===== src/rtl/queue.sv =====
// Synchronous FIFO of 2**DEPTH words with registered read data.
// Overflow/underflow are sticky and freeze the queue until reset.
module queue #(
  parameter int WIDTH = 11,
  parameter int DEPTH = 7
) (
  input  logic             clk,
  input  logic             reset_n,
  input  logic [WIDTH-1:0] d,
  input  logic             push,
  input  logic             pop,
  output logic [WIDTH-1:0] q,
  output logic             empty,
  output logic             full,
  output logic [DEPTH:0]   count,
  output logic             overflow_o,
  output logic             underflow_o
);

  localparam int             ENTRIES  = 2**DEPTH;
  localparam logic [DEPTH:0] FULL_CNT = (DEPTH+1)'(ENTRIES);
  localparam logic [DEPTH:0] CNT_ONE  = (DEPTH+1)'(1);
  localparam logic [DEPTH-1:0] PTR_ONE = DEPTH'(1);

  logic [WIDTH-1:0] r_mem [ENTRIES];
  logic [DEPTH-1:0] r_wr_ptr;
  logic [DEPTH-1:0] r_rd_ptr;
  logic [DEPTH:0]   r_count;
  logic [WIDTH-1:0] r_q;
  logic             r_ov;
  logic             r_un;

  logic w_empty;
  logic w_full;
  logic w_frozen;
  logic w_err_ov;
  logic w_err_un;
  logic w_do_push;
  logic w_do_pop;

  assign w_empty  = (r_count == '0);
  assign w_full   = (r_count == FULL_CNT);
  assign w_frozen = r_ov | r_un;
  // A pop alongside a push on a full queue frees the slot, so it is not an overflow.
  assign w_err_ov = push & w_full & ~pop;
  assign w_err_un = pop & w_empty;
  assign w_do_push = push & ~w_frozen & ~w_err_ov & ~w_err_un;
  assign w_do_pop  = pop  & ~w_frozen & ~w_err_ov & ~w_err_un;

  // Storage is not reset; the read below sees pre-edge contents (read-before-write).
  always_ff @(posedge clk) begin
    if (w_do_push) r_mem[r_wr_ptr] <= d;
  end

  always_ff @(posedge clk or negedge reset_n) begin
    if (!reset_n) begin
      r_wr_ptr <= '0;
      r_rd_ptr <= '0;
      r_count  <= '0;
      r_q      <= '0;
      r_ov     <= 1'b0;
      r_un     <= 1'b0;
    end else begin
      if (!w_frozen) begin
        if (w_err_ov) r_ov <= 1'b1;
        if (w_err_un) r_un <= 1'b1;
      end
      if (w_do_push) r_wr_ptr <= r_wr_ptr + PTR_ONE;
      if (w_do_pop) begin
        r_q      <= r_mem[r_rd_ptr];
        r_rd_ptr <= r_rd_ptr + PTR_ONE;
      end
      case ({w_do_push, w_do_pop})
        2'b10:   r_count <= r_count + CNT_ONE;
        2'b01:   r_count <= r_count - CNT_ONE;
        default: r_count <= r_count;
      endcase
    end
  end

  assign q           = r_q;
  assign empty       = w_empty;
  assign full        = w_full;
  assign count       = r_count;
  assign overflow_o  = r_ov;
  assign underflow_o = r_un;

endmodule


===== config.mk =====
export PLATFORM = sky130hd
export DESIGN_NAME = queue
export DESIGN_NICKNAME = d
export VERILOG_FILES = /design/src/rtl/queue.sv
export SDC_FILE = /design/constraint.sdc
export NUM_CORES = 1
export LEC_CHECK = 0
export BUFFER_PORTS_ARGS = -buffer_cell sky130_fd_sc_hd__buf_2
export CAP_MARGIN = 20
export CORE_MARGIN = 5
export CORE_UTILIZATION = 60
export DETAILED_ROUTE_END_ITERATION = 8
export MAX_ROUTING_LAYER = met4
export PLACE_DENSITY = 0.8
export SLEW_MARGIN = 15
export SYNTH_ARGS = -nofsm -noshare
export SYNTH_HDL_FRONTEND = slang
export SYNTH_SLANG_ARGS = --single-unit

===== constraint.sdc =====
create_clock -name clk -period 4.3 [get_ports clk]
set_input_delay 0.43 -clock clk [delete_from_list [all_inputs] [get_ports clk]]
set_output_delay 0.43 -clock clk [all_outputs]
set_load 0.02 [all_outputs]

# Word-level counts from Yosys, hierarchy flattened
# Memories as Yosys holds them, arrays and structs flattened. A register that Yosys moved wholly into a read port is not among the register bits.
# Cells that the tools add are included.
classes:
  addsub: 4
  n_mul: 0
  div: 0
  magnitude_cmp: 0
  eq_ne: 3
  n_shift: 0
  mux: 3
  n_bitwise: 14
  reduce_logical: 5
ops:
  columns: ["operator", "n"]
  rows:
  - ["case mux 8 bit (2 select lines)", 1]
  - ["adder 7 x 1 -> 7 bit, second input constant", 2]
  - ["bitwise AND 1 bit", 9]
  - ["adder 8 x 1 -> 8 bit, second input constant", 1]
  - ["== test 8 bit, second input constant", 1]
  - ["logical NOT 8 bit", 1]
  - ["subtractor 8 x 1 -> 8 bit, second input constant", 1]
  - ["inverter 1 bit", 4]
  - ["AND reduction 2 bit", 2]
  - ["== test 2 x 1 -> 1 bit, second input constant", 1]
  - ["== test 2 bit, second input constant", 1]
  - ["two-way mux 1 bit", 2]
  - ["nonzero test 2 bit", 1]
  - ["logical NOT 1 bit", 1]
  - ["OR 1 bit", 1]
totals:
  regBits: 24
  latch_bits: 0
  ram_bits: 1408
  romBits: 0
  in_bits: 15
  output_inout_bits: 23
  elab_cells: 35
  memories: 1
mem_list:
  columns: ["memory", "depth", "word_bits", "rd", "rd_ports_with_merged_regs", "write_ports", "line", "source"]
  rows:
  - ["r_mem", 128, 11, 1, 1, 1, "25", "logic [WIDTH-1:0] r_mem [ENTRIES];"]

# Depth between registers and ports, before layout
# Gate-level depths: netlist of run 1.
logic_depth:
  word_depth: 8
  depth_mapped: 13
  ltp_nobuf: 12

# Least setup slack after synthesis of run 1
# OpenSTA, ideal clock, no wires.
synth_timing:
  path_type: "register to register"
  startpoint: "register r_count[4] (netlist: count[4])"
  endpoint: "register r_count[7] (netlist: count[7])"
  setup_ps: 87
  arrival_time_ps: 3926
  required_ps: 4213
  path_slack_ps: 287
  stages_incl_launch_ff: 14
  path_buffers: 2
  synth_period_minus_slack_ps: 4013
  cell_sequence: "dfrtp_1 or4_1 nor3_2 nor4b_1 clkbuf_1 buf_2 ha_1 ha_1 a21o_1 a21oi_1 o21bai_1 a2111o_1 a2111o_1 o211ai_1"
synth_via:
  elab_cells_between_ends: 17
  classes_between: "add/sub (2); eq/ne (3); mux (1); bitwise (9); reduce/logical (2)"
synth_lines:
  columns: ["item", "line", "source"]
  rows:
  - ["from (decl)", "28", "logic [DEPTH:0] r_count;"]
  - ["from (signal assigned)", "74", "2'b10: r_count <= r_count + CNT_ONE;"]
  - ["from (signal assigned)", "75", "2'b01: r_count <= r_count - CNT_ONE;"]
  - ["from (signal assigned)", "76", "default: r_count <= r_count;"]
  - ["logical NOT 8 bit *", "41", "assign w_empty = (r_count == '0);"]
  - ["via empty", "13", "output logic empty,"]
  - ["bitwise AND 1 bit *", "46", "assign w_err_un = pop & w_empty;"]
  - ["inverter 1 bit *", "48", "assign w_do_pop = pop & ~w_frozen & ~w_err_ov & ~w_err_un;"]
  - ["bitwise AND 1 bit *", "48", null]
  - ["via w_do_pop", "39", "logic w_do_pop;"]
  - ["== test 2 x 1 -> 1 bit or == test 2 bit (tied branches)", "73", "case ({w_do_push, w_do_pop})"]
  - ["case mux 8 bit (2 select lines) or nonzero test 2 bit (tied branches)", null, null]
# The timed path passes the listed nets; every way through them passes the cells marked *.
# A chain may end at the register's enable or synchronous reset.

# Final worst setup path of run 1
layout_timing:
  startpoint: "register r_count[4] (netlist: count[4])"
  endpoint: "register r_count[7] (netlist: count[7])"
layout_via:
  elab_chain_len: 8
  elab_cells_between_ends: 17
  classes_between: "add/sub (2); eq/ne (3); mux (1); bitwise (9); reduce/logical (2)"
layout_lines:
  columns: ["item", "line", "source"]
  rows:
  - ["== test 8 bit", "42", "assign w_full = (r_count == FULL_CNT);"]
  - ["bitwise AND 1 bit (2 in a row)", "45", "assign w_err_ov = push & w_full & ~pop;"]
  - ["inverter 1 bit", "47, 48", null]
  - ["bitwise AND 1 bit, on equally long branches (2 in a row)", "48, 47", null]
  - ["== test 2 x 1 -> 1 bit or == test 2 bit (tied branches)", "73", null]
  - ["case mux 8 bit (2 select lines) or nonzero test 2 bit (tied branches)", null, null]
# Several ways; a longest one is shown, not always the timed one.

==> impl_metrics.toml, run 1 <==
[clock_tree]
cts_buffers = 139
clk-insertion-delay-late_ps = 740
htree_num_levels = 4
clk_path_buf_depth = 3
clock_tree_from_tritoncts = "built"
cts.hold.buffers_added = 2
cts_repair_resize_count = 0
cts.sink_count = 1443
clk_pin_slew_worst_paths_ps = 60
clock_tree.root_cell = "sky130_fd_sc_hd__clkbuf_16"
postCtsSetupRepairBufs = 0

[global_route]
wire_length_of_the_first_global_routing_pass_um = 197000
grt-ovfl-total = 0
grt_use_total_pct = 27.9
grt_start_max_net_pins = 98
first_global_vias = 29700
antenna_found_initial = 1

[layout]
finish.utilization_pct = 67.8
layout-drive-gt1-share_pct = 21.0
syn2layout_area_growth_pct = 12.3
design.final.nets = 3070

[synth]
synth-adder-area-share_pct = 0.235
synth_edf_count = 1408
synth.top_cells.by_area = "sky130_fd_sc_hd__edfxtp_1 (75%), sky130_fd_sc_hd__mux4_2 (8.3%), sky130_fd_sc_hd__mux2i_1 (6.0%)"
synth_area_per_cell_um2 = 19.9
synth-main-ff-cell = "sky130_fd_sc_hd__edfxtp_1"
post_synth_xor_area_fraction_pct = 0.295
dominant_combinational_cell_family_by_area_after_synthesis = "multiplexers"
synth_warn = 0
synth_commonest_cells = "sky130_fd_sc_hd__edfxtp_1 (1,408), sky130_fd_sc_hd__mux2i_1 (339), sky130_fd_sc_hd__mux4_2 (209), sky130_fd_sc_hd__nor2_1 (150), sky130_fd_sc_hd__a22oi_1 (85)"
synth_simple_gate_area_share_pct = 2.27
yosys_register_bits = 1443
synthArstFlopShare_pct = 2.43
syn-instance-count = 2832
yosysTopAreaCell = "sky130_fd_sc_hd__edfxtp_1"
synth_compound_gate_area_share_pct = 4.34
yosysMostFrequentCell = "sky130_fd_sc_hd__edfxtp_1"
yosys-mux-area-fraction_pct = 14.5
netlist-cell-type-count = 61
yosys_top_cell_area_share_pct = 75.0
netlist_area_mm2 = 0.0564
mappedNetlistNets = 2857
synth.yosys.seq_area_share_pct = 76.5

[setup_path]
critical_path.endpoint_type = "flop"
crit_fanout = 11
critical-path-slowest-cell = "sky130_fd_sc_hd__or4_1"
r2r_cells = 12
path_cells = "or4_1 -> nor3_2 -> nor3_2 -> inv_1 -> ha_1 -> ha_1 -> a21o_1 -> a21oi_1 -> o21bai_1 -> a2111o_1 -> a2111o_1 -> o211ai_1"
setup.worst_path.start_class = "flop"
critical_path_required_ps = 4950
worstSetupPathDepth = 12
critical_path_class = "reg -> reg"
crit_path_max_incr_delay_ps = 650
critical_path.n_buffers_inverters = 1
critical_path.top_delay_family = "compound AO/OA/AOI/OAI gates"
crit_arrival_ps = 4490

[timing]
final_hold_viol_count = 0
tightest_slew_ps = 1180
tns_ps = 0
min_period_over_period_pct = 89.1
worst_slew_margin_rel_pct = 21.3
timing.final.crit_period_ps = 3830
setup_viol_count_final = 0
skew_ps = 29.9
setup_repair_after_global_routing_missed_its_margin = "no"
maximum_clock_frequency_mhz = 261
timing.final.max_slew_violations = 0

[die]
dieArea_mm2 = 0.100
num_io_pins = 38
placementRows = 112
die_width_um = 317
placeableCoreArea_mm2 = 0.0933
effective_utilization_at_floorplan_pct = 60.4
floorplan.die.height_um = 317

[pwr]
worst_ir_drop_vdd_mv = 0.429
cellPowerDensity_mw_per_mm2 = 620
power.static_leakage_nw = 20.9
total_power_mw = 39.2

[drt]
detail-route-antenna-nets = 0
drtIter0Drc = 4347
drt_pass1_iterations = 7
drt_wl_total_um = 135000
routed-via-count = 29600
detail_route.drc_violations = 0
routed_wire_length_per_instance_um = 30.6
vias_per_cell = 6.72

[place]
place.detailed.hpwl_um = 78700
portBuffers = 37
routabilityCongestion = 0.897

[status]
outcome = "finished clean"

[min_path]
hold_depth = 4
holdCritPathClass = "in -> reg"

[job]
cap_viol_max_count = 0
through the flow:
step / worst slack (ps) / area, um^2 / hold WS, ps / cells
after floorplan: 287 / 56400 / 134 / 2832
after global placement: 618 / 58800 / 507 / 4148
after detailed placement: 511 / 58800 / 524 / 4149
after CTS: 476 / 63200 / 78.8 / 4401
after global routing: 282 / 63300 / 121 / 4409
final: 467 / 63300 / 125 / 4409
placed cells by master (no fill, tap or decap), drive strengths merged, types with 29 or more instances in the layout:
master and n:
clkinv 52, edfxtp 1408, nand3 35, mux4 209, o22ai 47, mux2i 339
a22oi 85, dfrtp 35, nor2 150, o221ai 29, nand2 48, o21ai 43
clkbuf 181, buf 235, a21oi 68
worst paths after layout:
check / slack [ps] / start / endpoint
setup / recovery: 470 / count[4] / count[7]
setup reg to reg: 470 / count[4] / count[7]
min in group asynchronous: 430 / reset_n / overflow_o
max in group asynchronous: 3130 / reset_n / r_rd_ptr[0]
hold / removal: 120 / push / overflow_o
hold reg to reg: 540 / r_wr_ptr[2] / r_wr_ptr[2]
kinds of logic (layout without fill, tap and decap cells):
| logic type | after synthesis | after routing |
|---|---|---|
| AO/OA/AOI/OAI | 346 | 346 |
| XOR/XNOR | 19 | 19 |
| adder cells (fa/ha/maj) | 10 | 10 |
| buffers and inverters | 174 | 496 |
| flip-flops | 1443 | 1443 |
| multiplexers | 554 | 554 |
| other | 0 | 1 |
| AND/OR/NAND/NOR | 286 | 286 |
layer usage:
metal  share of wire [%]  up-vias  GRT usage (%)
li1                    -    12100              -
met5                   0        -              -
met2                  49     2051           43.5
met3                  11      320           5.86
met4                 4.4        0           11.2
met1                  36    15200           36.9
worst min-delay path: stages:
cell                       delay, ps
sky130_fd_sc_hd__buf_2            80
sky130_fd_sc_hd__nand2b_1        100
sky130_fd_sc_hd__nor2_1          110
sky130_fd_sc_hd__a21o_1          120
area by class of cell:
class                           count  area, um^2
Clock inverter                     69         641
Antenna cell                        1        2.50
Clock buffer                      181        3760
Sequential cell                  1443       43200
Tap cell                         1254        1570
Inverter                            9        33.8
Timing Repair Buffer              237        1910
Fill cell                        5550       30000
Multi-Input combinational cell   1215       12200
registers in the layout (all words and copies together), names as in the netlist:
signal and flops:
count 8, overflow_o 1, q 11, r_mem 1408
r_rd_ptr 7, r_wr_ptr 7, underflow_o 1
report_power, final:
group / internal (mW) / switching (mW)
combinational: 4.49 / 6.71
sequential: 15.8 / 0.491
clock: 6.68 / 5.09
total: 26.9 / 12.3
(Power assumes the default switching activity.)
==> inputs of run 2 (changes only) <==
--- a/config.mk
+++ b/config.mk
@@ -12,6 +12,7 @@
 export DETAILED_ROUTE_END_ITERATION = 8
 export MAX_ROUTING_LAYER = met4
 export PLACE_DENSITY = 0.8
+export RECOVER_POWER = 25
 export SLEW_MARGIN = 15
 export SYNTH_ARGS = -nofsm -noshare
 export SYNTH_HDL_FRONTEND = slang
==> run 2 against run 1 <==
  * Global-route usage is the same
  * Largest cell class unchanged
  * Register-to-register slack got worse by 20 ps
  * Clock power about the same
  * Die area is the same
  * The flow now finishes with violations (max-capacitance violations, max-slew violations)
==> impl_metrics.toml, run 2 (same netlist as run 1, synthesis figures left out) <==
[global_route]
antenna_found_initial = 1
grt_use_total_pct = 27.9
grt_start_max_net_pins = 98
grt-ovfl-total = 0
wire_length_of_the_first_global_routing_pass_um = 197000
first_global_vias = 29700

[clock_tree]
clock_tree_from_tritoncts = "built"
postCtsSetupRepairBufs = 0
cts_buffers = 139
cts.hold.buffers_added = 2
cts.sink_count = 1443
clk_pin_slew_worst_paths_ps = 60
clock_tree.root_cell = "sky130_fd_sc_hd__clkbuf_16"
clk-insertion-delay-late_ps = 740
htree_num_levels = 4
cts_repair_resize_count = 0
clk_path_buf_depth = 3

[pwr]
worst_ir_drop_vdd_mv = 0.430
power.static_leakage_nw = 20.9
cellPowerDensity_mw_per_mm2 = 621

[timing]
worst_slew_margin_rel_pct = -191
min_period_over_period_pct = 92.0
setup_viol_count_final = 0
maximum_clock_frequency_mhz = 253
setup_repair_after_global_routing_missed_its_margin = "no"
skew_ps = 30.1
final_hold_viol_count = 0
tns_ps = 0
timing.final.crit_period_ps = 3960
tightest_slew_ps = 4370
timing.final.max_slew_violations = 971

[setup_path]
critical_path.n_buffers_inverters = 3
setup.worst_path.start_class = "input port"
r2r_cells = 6
critical_path_class = "in -> reg"
reg_to_reg_critical_path_startpoint = "r_rd_ptr[1]"
critical_path_required_ps = 4800
critical-path-slowest-cell = "sky130_fd_sc_hd__dlymetal6s4s_1"
crit_path_max_incr_delay_ps = 2320
path_cells = "clkbuf_1 -> dlymetal6s4s_1 -> buf_4"
crit_fanout = 69
critical_path.endpoint_type = "flop"
critical_path.top_delay_family = "buffers and inverters"
crit_arrival_ps = 4460
rr_endpoint = "q[8]"
ff2ff_setup_slack_ps = 450

[drt]
drt_wl_total_um = 135000
drt_pass1_iterations = 8
detail-route-antenna-nets = 0
routed_wire_length_per_instance_um = 30.5
drtIter0Drc = 4173
detail_route.drc_violations = 0
vias_per_cell = 6.73
routed-via-count = 29700

[layout]
layout_commonest_cell = "sky130_fd_sc_hd__edfxtp_1"
finish.utilization_pct = 67.8
post_layout_nonfiller_instances = 4411
top_register = "r_mem"
design.final.nets = 3070
mostFrequentLayoutCells = "sky130_fd_sc_hd__edfxtp_1 (1,408), sky130_fd_sc_hd__mux2i_1 (339), sky130_fd_sc_hd__mux4_2 (209)"
layout-drive-gt1-share_pct = 20.6
syn2layout_area_growth_pct = 12.2
total_of_fill_cells_in_the_finished_design = 5557
flip_flop_count_of_the_largest_register_all_copies_and_words_added = 1408

[die]
die_width_um = 317
placeableCoreArea_mm2 = 0.0933
dieArea_mm2 = 0.100
floorplan.die.height_um = 317
num_io_pins = 38
effective_utilization_at_floorplan_pct = 60.4
placementRows = 112

[min_path]
holdCritStartpoint = "push"
timing.hold.worst_endpoint = "overflow_o"
holdCritPathClass = "in -> reg"
hold_depth = 4

[status]
outcome = "finished with violations"
failed_checks = "max-capacitance violations, max-slew violations"

[place]
portBuffers = 37
routabilityCongestion = 0.897
place.detailed.hpwl_um = 78700
placedCellCount = 4149

[job]
cap_viol_max_count = 14
## run 2: cell types whose count changed in the layout (fill, tap and decap cells not counted), sizes merged
cell and delta:
buf -15, clkbuf +13, diode +2, dlymetal6s2s +1
dlymetal6s4s +1
## run 2: cell type report
class	count	area [um^2]	share of cell area (%)
diodes	3	7.51	0.0119
clock buffers	181	3760	5.95
clock inverters	69	641	1.01
inverters	9	33.8	0.0534
multi-input cells	1215	12200	19.3
flip-flops and latches	1443	43200	68.3
well taps	1254	1570	2.48
repair buffers	237	1830	2.90
## run 2: report_power, final
group / internal [mW] / switching (mW)
Sequential: 15.8 / 0.495
Combinational: 4.48 / 6.71
Clock: 6.68 / 5.10
Total: 27.0 / 12.3
## run 2: worst max path at each step
stage	start	endpoint	slack, ps	cells after the start
floorplan	count[4]	count[7]	290	13
global placement	count[4]	count[7]	620	12
detailed placement	count[4]	count[7]	510	12
CTS	count[4]	count[7]	480	12
global route	d[4]	r_mem[97][4]	200	3
finish	d[4]	r_mem[97][4]	340	3
## run 2: metrics by stage
step	total power [mW]	instance area [um^2]	setup slack, ps	hold slack (ps)
after CTS	39.1	63200	476	78.8
final	39.3	63200	342	122
after detailed placement	27.4	58800	511	524
after global routing	40.5	63200	197	125
after global placement	27.1	58800	618	507
after floorplan	23.9	56400	287	134
## run 2: worst min-delay path, cell delays in order
cell	delay (ps)
sky130_fd_sc_hd__buf_2	80
sky130_fd_sc_hd__nand2b_1	100
sky130_fd_sc_hd__nor2_1	110
sky130_fd_sc_hd__a21o_1	120
## run 2: per-layer routing
metal / routed length (um) / global-route usage [%]
met2: 65700 / 43.5
met3: 14600 / 5.86
met4: 6120 / 11.2
met1: 48100 / 36.9
met5: 0 / -
